==> config.mk <==
export PLATFORM = sky130hd
export DESIGN_NAME = reg_pipeline
export DESIGN_NICKNAME = d
export VERILOG_FILES = /design/src/rtl/reg_pipeline.sv
export SDC_FILE = /design/constraint.sdc
export NUM_CORES = 1
export LEC_CHECK = 0
export CORE_ASPECT_RATIO = 0.8
export CORE_MARGIN = 4
export CORE_UTILIZATION = 49
export DETAILED_ROUTE_END_ITERATION = 10
export GPL_ROUTABILITY_DRIVEN = 0
export PLACE_DENSITY = 0.84
export SLEW_MARGIN = 15
export SYNTH_ARGS = -nofsm -noshare
export SYNTH_HDL_FRONTEND = slang
export SYNTH_SLANG_ARGS = --single-unit
==> constraint.sdc <==
create_clock -name clk -period 1.7 [get_ports clk]
set_input_delay 0.34 -clock clk [delete_from_list [all_inputs] [get_ports clk]]
set_output_delay 0.34 -clock clk [all_outputs]
set_load 0.005 [all_outputs]
==> src/rtl/reg_pipeline.sv <==
// reg_pipeline: DEPTH-stage valid/ready register pipeline with bubble collapsing.
// Each stage holds one word plus a valid bit. A stall only propagates upstream
// through occupied stages, so empty slots are squeezed out while the output is
// blocked. flush drops every held word. rstn (synchronous, active-low) clears
// all state and wins over everything else.
module reg_pipeline #(
  parameter int WIDTH = 8,
  parameter int DEPTH = 3
) (
  input  logic                       clk,
  input  logic                       rstn,
  input  logic                       flush,
  input  logic                       in_valid,
  output logic                       in_ready,
  input  logic [WIDTH-1:0]           in_data,
  output logic                       out_valid,
  input  logic                       out_ready,
  output logic [WIDTH-1:0]           out_data,
  output logic [$clog2(DEPTH+1)-1:0] count
);

  localparam int CW = $clog2(DEPTH+1);

  logic [WIDTH-1:0] r_data [DEPTH];
  logic [DEPTH-1:0] r_valid;
  logic [DEPTH-1:0] w_adv;
  logic [CW-1:0]    w_count;

  // Advance chain, walked from the output side: a stage may load when it is
  // empty or when everything downstream of it is able to move.
  always_comb begin : adv_chain
    logic w_room;
    w_adv  = '0;
    w_room = out_ready;
    for (int i = DEPTH - 1; i >= 0; i--) begin
      w_room   = w_room | ~r_valid[i];
      w_adv[i] = w_room;
    end
  end

  // Occupancy is the number of set valid bits, derived straight from registers.
  always_comb begin : occupancy
    w_count = '0;
    for (int i = 0; i < DEPTH; i++) begin
      w_count = w_count + CW'(r_valid[i]);
    end
  end

  assign in_ready  = w_adv[0] & ~flush & rstn;
  assign out_valid = r_valid[DEPTH-1];
  assign out_data  = r_data[DEPTH-1];
  assign count     = w_count;

  // Stage registers: reset clears everything; flush drops valid bits only;
  // otherwise each stage that can advance takes its upstream neighbour.
  always_ff @(posedge clk) begin
    if (!rstn) begin
      r_valid <= '0;
      for (int i = 0; i < DEPTH; i++) begin
        r_data[i] <= '0;
      end
    end else begin
      // stage 0 <- input port, stage i <- stage i-1
      if (w_adv[0]) begin
        r_data[0] <= in_data;
      end
      for (int i = 1; i < DEPTH; i++) begin
        if (w_adv[i]) begin
          r_data[i] <= r_data[i-1];
        end
      end

      if (flush) begin
        r_valid <= '0;
      end else begin
        if (w_adv[0]) begin
          r_valid[0] <= in_valid & in_ready;
        end
        for (int i = 1; i < DEPTH; i++) begin
          if (w_adv[i]) begin
            r_valid[i] <= r_valid[i-1];
          end
        end
      end
    end
  end

endmodule

==> reports/results.ini, run 1 <==
[floorplan]
initial_core_utilization = 0.526
die_w_um = 62.3
fp.coreArea_mm2 = 0.00220
placement_rows = 15
io_pins = 25
chipHeight_um = 51.4
die-area_mm2 = 0.00321

[route]
postRouteAntennaNets = 0
drt_iter0_drc = 7
detailedRoute.firstPassIterationCount = 4
via_count = 645
drc_errors = 0
wl_per_cell_um = 13.7
post_drt_via_cell_ratio = 5.16
drt_wl_total_um = 1720

[setup_path]
regToRegEndpoint = r_data[0][6]
critPathLaunchType = primary input
worst_path_largest_cell_delay_ns = 0.48
cp_delay_by_family_top = buffers and inverters
regToRegSetupSlack_ns = 0.31
worstPathCellList = clkdlybuf4s50_1 -> and4b_2 -> nor3b_2 -> buf_2
reg2reg_depth = 4
critical_path_buf_inv_count = 2
timing.rr.start = r_valid[2]
timing.critical_path.required_ns = 1.36
critical_path.slowest_cell = sky130_fd_sc_hd__clkdlybuf4s50_1
worst-path-max-fanout = 2
critPathKind = in -> out
worstPathArrival_ns = 1.40
end_kind = primary output

[synthesis]
number_of_instances_in_the_synthesized_netlist = 79
register_area_share_after_synthesis = 0.675
synth_fp_nets = 93
synth_ff_type = sky130_fd_sc_hd__edfxtp_1
ys_async_sr_fraction = 0
yosys_warnings = 0
synth_enable_flop_cells = 24
netlist-cell-type-count = 20
postSynthRegisterBits = 27
avgSynthCellArea_um2 = 14.6
yosys.area.top_type_share = 0.623
syn-cell-area_mm2 = 0.00116
synth.largest_area_cell = sky130_fd_sc_hd__edfxtp_1
synth.top_cells.by_area = sky130_fd_sc_hd__edfxtp_1, sky130_fd_sc_hd__and3_1, sky130_fd_sc_hd__dfxtp_1
synth_common_cells = sky130_fd_sc_hd__edfxtp_1, sky130_fd_sc_hd__and3_1, sky130_fd_sc_hd__buf_4
synthMostInstantiatedCell = sky130_fd_sc_hd__edfxtp_1

[timing]
finalHoldViolCount = 0
timing.final.ws_setup_ns = -0.0354
final.setup_skew_ns = 0.00358
slew_headroom = 0.757
final-setup-viol-count = 1
post-route-min-period_ns = 1.74
max_slew.worst_pin.slew_ns = 0.363
timing.setup.tns_ns = -0.0354
slew_violations = 0
fmax_ghz = 0.576
rsz0062_at_grt = yes
finalCritPeriodShare = 1.02

[global_route]
layer_with_the_highest_usage = met2
grt_remaining_overflow = 0
groute.layer.met1.usage = 0.136
grt.met2_usage = 0.205
grt_usage = 0.117
globalRouteMet3Util = 0.0484
first_global_vias = 629
grt_start_max_net_pins = 29
grt_pass1_wl_um = 2910
grt_antenna_before_repair = 0

[final_layout]
nets = 115
fillers = 173
final_area_mm2 = 0.00141
antenna_cells_inserted = 0
final_core_util = 0.640
final_layout_size_suffix_gt1_frac = 0.220
area_delta_synth_final_pct = 21.5

[clock_tree]
cts_tree = yes
cts.sinks = 27
clkLatencyLatePin_ns = 0.31
maximum_buffer_depth_of_the_clock_tree = 2
numCtsBuffers = 3
cts.reportedPaths.clkPinSlew_ns = 0.13
cts_max_level = 1
cts_hold_repair.buffers = 0
clock_tree.root_cell = sky130_fd_sc_hd__clkbuf_4

[placed_design]
dp_hpwl_um = 1250
placed_area_mm2 = 0.00136
post-place-ws_ns = -0.405
numPortBuffers = 24

[run]
timing.max_cap.violations = 0

[power_and_ir_drop]
power_leakage_nw = 0.658
peakVddDrop_uv = 524
pwr_density_cell_mw_per_mm2 = 775

[hold_path]
holdPathStages = 3
worst_hold_path.endpoint = r_valid[0]
worst_hold_path_type = in -> reg
timing.hold.worst.start = in_valid

[status]
violations = negative setup slack
run_status = finished, violations left

==> cell usage in the layout, fill, tap and decap left out, drive strengths merged <==
cell | Yosys | routed
a21oi | 2 | 2
and3 | 24 | 24
and4b | 1 | 1
buf | 12 | 8
clkbuf | 1 | 4
clkdlybuf4s15 | 0 | 1
clkdlybuf4s50 | 0 | 20
dfxtp | 3 | 3
dlygate4sd2 | 0 | 1
edfxtp | 24 | 24
fa | 1 | 1
inv | 2 | 2
nand2 | 2 | 2
nand2b | 1 | 1
nand3 | 1 | 1
nand3b | 1 | 1
nand4b | 1 | 1
nor2b | 1 | 1
nor3b | 1 | 1
o21ba | 1 | 1
==> worst max path at each step <==
| stage | startpoint | to | slack, ns | depth (start not counted) |
|---|---|---|---|---|
| floorplan | r_valid[2] | count[0] | 0.44 | 1 |
| global placement | out_ready | in_ready | -0.40 | 4 |
| detailed placement | out_ready | in_ready | -0.40 | 4 |
| CTS | r_valid[2] | in_ready | 0.003 | 4 |
| global route | r_valid[2] | in_ready | -0.08 | 4 |
| finish | out_ready | in_ready | -0.04 | 4 |
==> cells by family after synthesis <==
group,share of synthesized area
fa+ha+maj,0.0173
buf+inv,0.0898
simple gates,0.200
flops,0.675
compound gates,0.0173
==> worst register-to-register path, cell delays in order (launching register included) <==
cell	delay, ns
sky130_fd_sc_hd__dfxtp_4	0.38
sky130_fd_sc_hd__buf_6	0.10
sky130_fd_sc_hd__buf_4	0.12
sky130_fd_sc_hd__nand4b_4	0.25
sky130_fd_sc_hd__and3_2	0.31
==> what timing repair did <==
| item | in CTS | in global routing |
|---|---|---|
| endpoints found under the setup margin | 4 | 3 |
| pin swaps | 0 | 2 |
| setup buffers | 1 | 1 |
| resized for setup | 14 | 2 |
==> per-layer routing <==
layer	wire [um]	up-vias
met5	0	-
met4	0	0
met3	134	0
met2	872	24
met1	711	296
li1	-	325
==> stage by stage <==
| step | std cells | power, mW | hold slack (ns) |
|---|---|---|---|
| after floorplan | 79 | 0.800 | 0.469 |
| after detailed placement | 119 | 0.847 | 0.538 |
| final | 125 | 1.09 | 0.550 |
| after CTS | 124 | 1.10 | 0.541 |
| after global routing | 125 | 1.15 | 0.533 |
| after global placement | 119 | 0.842 | 0.536 |
==> layout make-up <==
cell class	count	area, um2	share of cell area
Tap cell	25	31.3	0.0223
Clock buffer	4	26.3	0.0187
Sequential cell	27	786	0.559
Timing Repair Buffer	30	278	0.198
Inverter	2	7.51	0.00534
Multi-Input combinational cell	37	277	0.197
==> registers in the layout, summed over array words and instances (netlist names) <==
name     count
r_data      24
r_valid      3
==> where the power goes <==
group	total, mW	switching, mW	internal, mW	leakage [nW]
clock network	0.260	0.168	0.0916	0.0150
logic	0.0818	0.0256	0.0562	0.332
registers	0.747	0.00611	0.740	0.311
total	1.09	0.200	0.888	0.658
(Power assumes the default switching activity.)
==> run 2: changes to the inputs <==
--- a/config.mk
+++ b/config.mk
@@ -5,8 +5,7 @@
 export SDC_FILE = /design/constraint.sdc
 export NUM_CORES = 1
 export LEC_CHECK = 0
-export CORE_ASPECT_RATIO = 0.8
-export CORE_MARGIN = 4
+export CORE_MARGIN = 2
 export CORE_UTILIZATION = 49
 export DETAILED_ROUTE_END_ITERATION = 10
 export GPL_ROUTABILITY_DRIVEN = 0
==> run 2 against run 1 <==
Effect of this change: via count rose by 2.5%; setup slack improved by 0.034 ns; critical endpoint unchanged; the run still ends with negative setup slack left; core utilization rose by 0.38 points; combinational power fell by 1%; register-to-register slack got worse by 0.11 ns; flip-flop and latch count did not move.
==> reports/results.ini, run 2 (same netlist as run 1, synthesis figures left out) <==
[final_layout]
largest_register = r_data
fillers = 179  ; +3.5%
antenna_cells_inserted = 0  ; unchanged
final_layout_size_suffix_gt1_frac = 0.255  ; +0.0349
area_delta_synth_final_pct = 23.2
commonest_cells_after_routing_fill_and_taps_aside = sky130_fd_sc_hd__edfxtp_1, sky130_fd_sc_hd__clkdlybuf4s50_1, sky130_fd_sc_hd__and3_1
layout_top_registers = r_data: 24 flops, r_valid: 3 flops
nets = 117  ; +1.7%
mostFrequentLayoutCell = sky130_fd_sc_hd__edfxtp_1
largest_reg_flops = 24  ; unchanged
final_core_util = 0.644  ; +0.00378

[global_route]
grt_usage = 0.127  ; +0.0101
grt_remaining_overflow = 0  ; unchanged
grt_start_max_net_pins = 29  ; unchanged
first_global_vias = 650  ; +3.3%
grt_antenna_before_repair = 0  ; unchanged
grt_pass1_wl_um = 2570  ; -12%

[route]
wl_met3_um = 90  ; -33%
via_count = 661  ; +2.5%
post_drt_via_cell_ratio = 5.08  ; -1.5%
drc_errors = 0  ; unchanged
detailedRoute.firstPassIterationCount = 4  ; unchanged
wl_met2_um = 943  ; +8.1%
met1Wirelength_um = 654  ; -8.0%
dr.max_layer_used = met3
drt_wl_total_um = 1690  ; -1.6%
wl_per_cell_um = 13.0  ; -5.4%
drt_iter0_drc = 5  ; -2
postRouteAntennaNets = 0  ; unchanged

[setup_path]
worstPathCellList = buf_6 -> and4b_2 -> nor3b_2 -> buf_2
regToRegEndpoint = r_data[0][6]
reg2reg_depth = 5  ; +1
critical_path.slowest_cell = sky130_fd_sc_hd__dfxtp_4
critPathLaunchType = register
worst-path-max-fanout = 3  ; +1
cp_delay_by_family_top = simple AND/OR/NAND/NOR gates
regToRegSetupSlack_ns = 0.20  ; -0.11 ns
end_kind = primary output
worstPathArrival_ns = 1.36  ; -0.04 ns
timing.rr.start = r_valid[2]
timing.critical_path.required_ns = 1.36  ; about the same
worst_path_largest_cell_delay_ns = 0.38  ; -0.10 ns
critical_path_buf_inv_count = 2  ; unchanged
critPathKind = reg -> out

[hold_path]
worst_hold_path.endpoint = r_valid[1]
worst_hold_path_type = in -> reg
timing.hold.worst.start = out_ready
holdPathStages = 4  ; +1

[clock_tree]
numCtsBuffers = 3  ; unchanged
clock_tree.root_cell = sky130_fd_sc_hd__clkbuf_4
cts.reportedPaths.clkPinSlew_ns = 0.15  ; +0.02 ns
clkLatencyLatePin_ns = 0.32  ; about the same
maximum_buffer_depth_of_the_clock_tree = 2  ; unchanged
cts_tree = yes
cts_max_level = 1  ; unchanged
cts.sinks = 27  ; unchanged

[timing]
fmax_ghz = 0.588  ; +2.0%
slew_violations = 0  ; unchanged
finalHoldViolCount = 0  ; unchanged
post-route-min-period_ns = 1.70  ; -0.0341 ns
rsz0062_at_grt = yes
final.setup_skew_ns = 0.00485  ; +0.00127 ns
finalCritPeriodShare = 1.00  ; -0.0200
slew_headroom = 0.750  ; -0.00759
final-setup-viol-count = 1  ; unchanged
max_slew.worst_pin.slew_ns = 0.374  ; +0.0114 ns
timing.setup.tns_ns = -0.00136  ; +0.0341 ns
timing.final.ws_setup_ns = -0.00136  ; +0.0341 ns
hold_ws_ns = 0.443  ; -0.107 ns

[placed_design]
numPortBuffers = 24  ; unchanged
dp_hpwl_um = 1170  ; -6.3%
post-place-ws_ns = -0.428  ; -0.0235 ns

[status]
run_status = finished, violations left
violations = negative setup slack

[floorplan]
fp.coreArea_mm2 = 0.00221  ; +0.74%
die_w_um = 52.6  ; -16%
chipHeight_um = 52.6  ; +2.2%
placement_rows = 17  ; +2
die-area_mm2 = 0.00276  ; -14%
io_pins = 25  ; unchanged
initial_core_utilization = 0.523  ; -0.00387

[run]
timing.max_cap.violations = 0  ; unchanged

[power_and_ir_drop]
power_leakage_nw = 0.676  ; +2.7%
peakVddDrop_uv = 563  ; +7.3%
power_mw = 1.10  ; +1.5%
pwr_density_cell_mw_per_mm2 = 776  ; +0.16%

## run 2: cell types whose count changed in the layout (fill, tap and decap cells not counted)
cell                              before  now
sky130_fd_sc_hd__buf_4                 5    7
sky130_fd_sc_hd__clkbuf_1              1    0
sky130_fd_sc_hd__clkbuf_2              0    1
sky130_fd_sc_hd__clkdlybuf4s15_1       1    0
sky130_fd_sc_hd__clkinv_2              0    1
sky130_fd_sc_hd__dlygate4sd2_1         1    0
sky130_fd_sc_hd__dlymetal6s2s_1        0    1
## run 2: timing repair
action	4_1_cts	5_1_grt
hold buffers	0	0
setup endpoints to repair	4	3
setup buffers	1	3
pin swaps	0	1
resized for setup	14	3
hold endpoints to repair	0	0
## run 2: how the worst max path moves through the flow
stage | start | to | depth (start not counted) | slack, ns
after floorplan | r_valid[2] | count[0] | 1 | 0.44
after global placement | out_ready | in_ready | 4 | -0.40
after detailed placement | out_ready | in_ready | 4 | -0.43
after CTS | r_valid[2] | in_ready | 4 | -0.01
after global routing | r_valid[2] | in_ready | 4 | -0.07
final | r_valid[2] | in_ready | 4 | -0.001
## run 2: area by class of cell
cell class / count / area (um2) / area share
clock buffer: 3 / 22.5 / 0.0158
clock inverter: 1 / 5.00 / 0.00351
tap: 28 / 35.0 / 0.0246
multi-input combinational: 37 / 277 / 0.194
sequential: 27 / 786 / 0.552
inverter: 2 / 7.51 / 0.00527
timing repair buffer: 32 / 292 / 0.205
## run 2: tightest hold or removal path, delay by kind of cell
kind / cells / cell delay, ns
compound gates: 1 / 0.06
simple gates: 1 / 0.10
buf+inv: 2 / 0.24
## run 2: metal layers
layer / up-vias / GRT usage
met1: 308 / 0.122
met3: 0 / 0.0257
met4: 0 / 0.0427
met5: - / 0
li1: 330 / -
met2: 23 / 0.258
## run 2: power breakdown
| group | leakage [nW] | internal [mW] | switching [mW] | total, mW |
|---|---|---|---|---|
| registers | 0.311 | 0.741 | 0.00686 | 0.747 |
| clock network | 0.0177 | 0.0881 | 0.188 | 0.276 |
| logic | 0.347 | 0.0560 | 0.0250 | 0.0810 |
## run 2: per-stage QoR
stage	instance area, um2	cells
2_1_floorplan	1160	79
3_3_place_gp	1370	122
3_5_place_dp	1370	122
4_1_cts	1400	127
5_1_grt	1420	130
6_report	1420	130
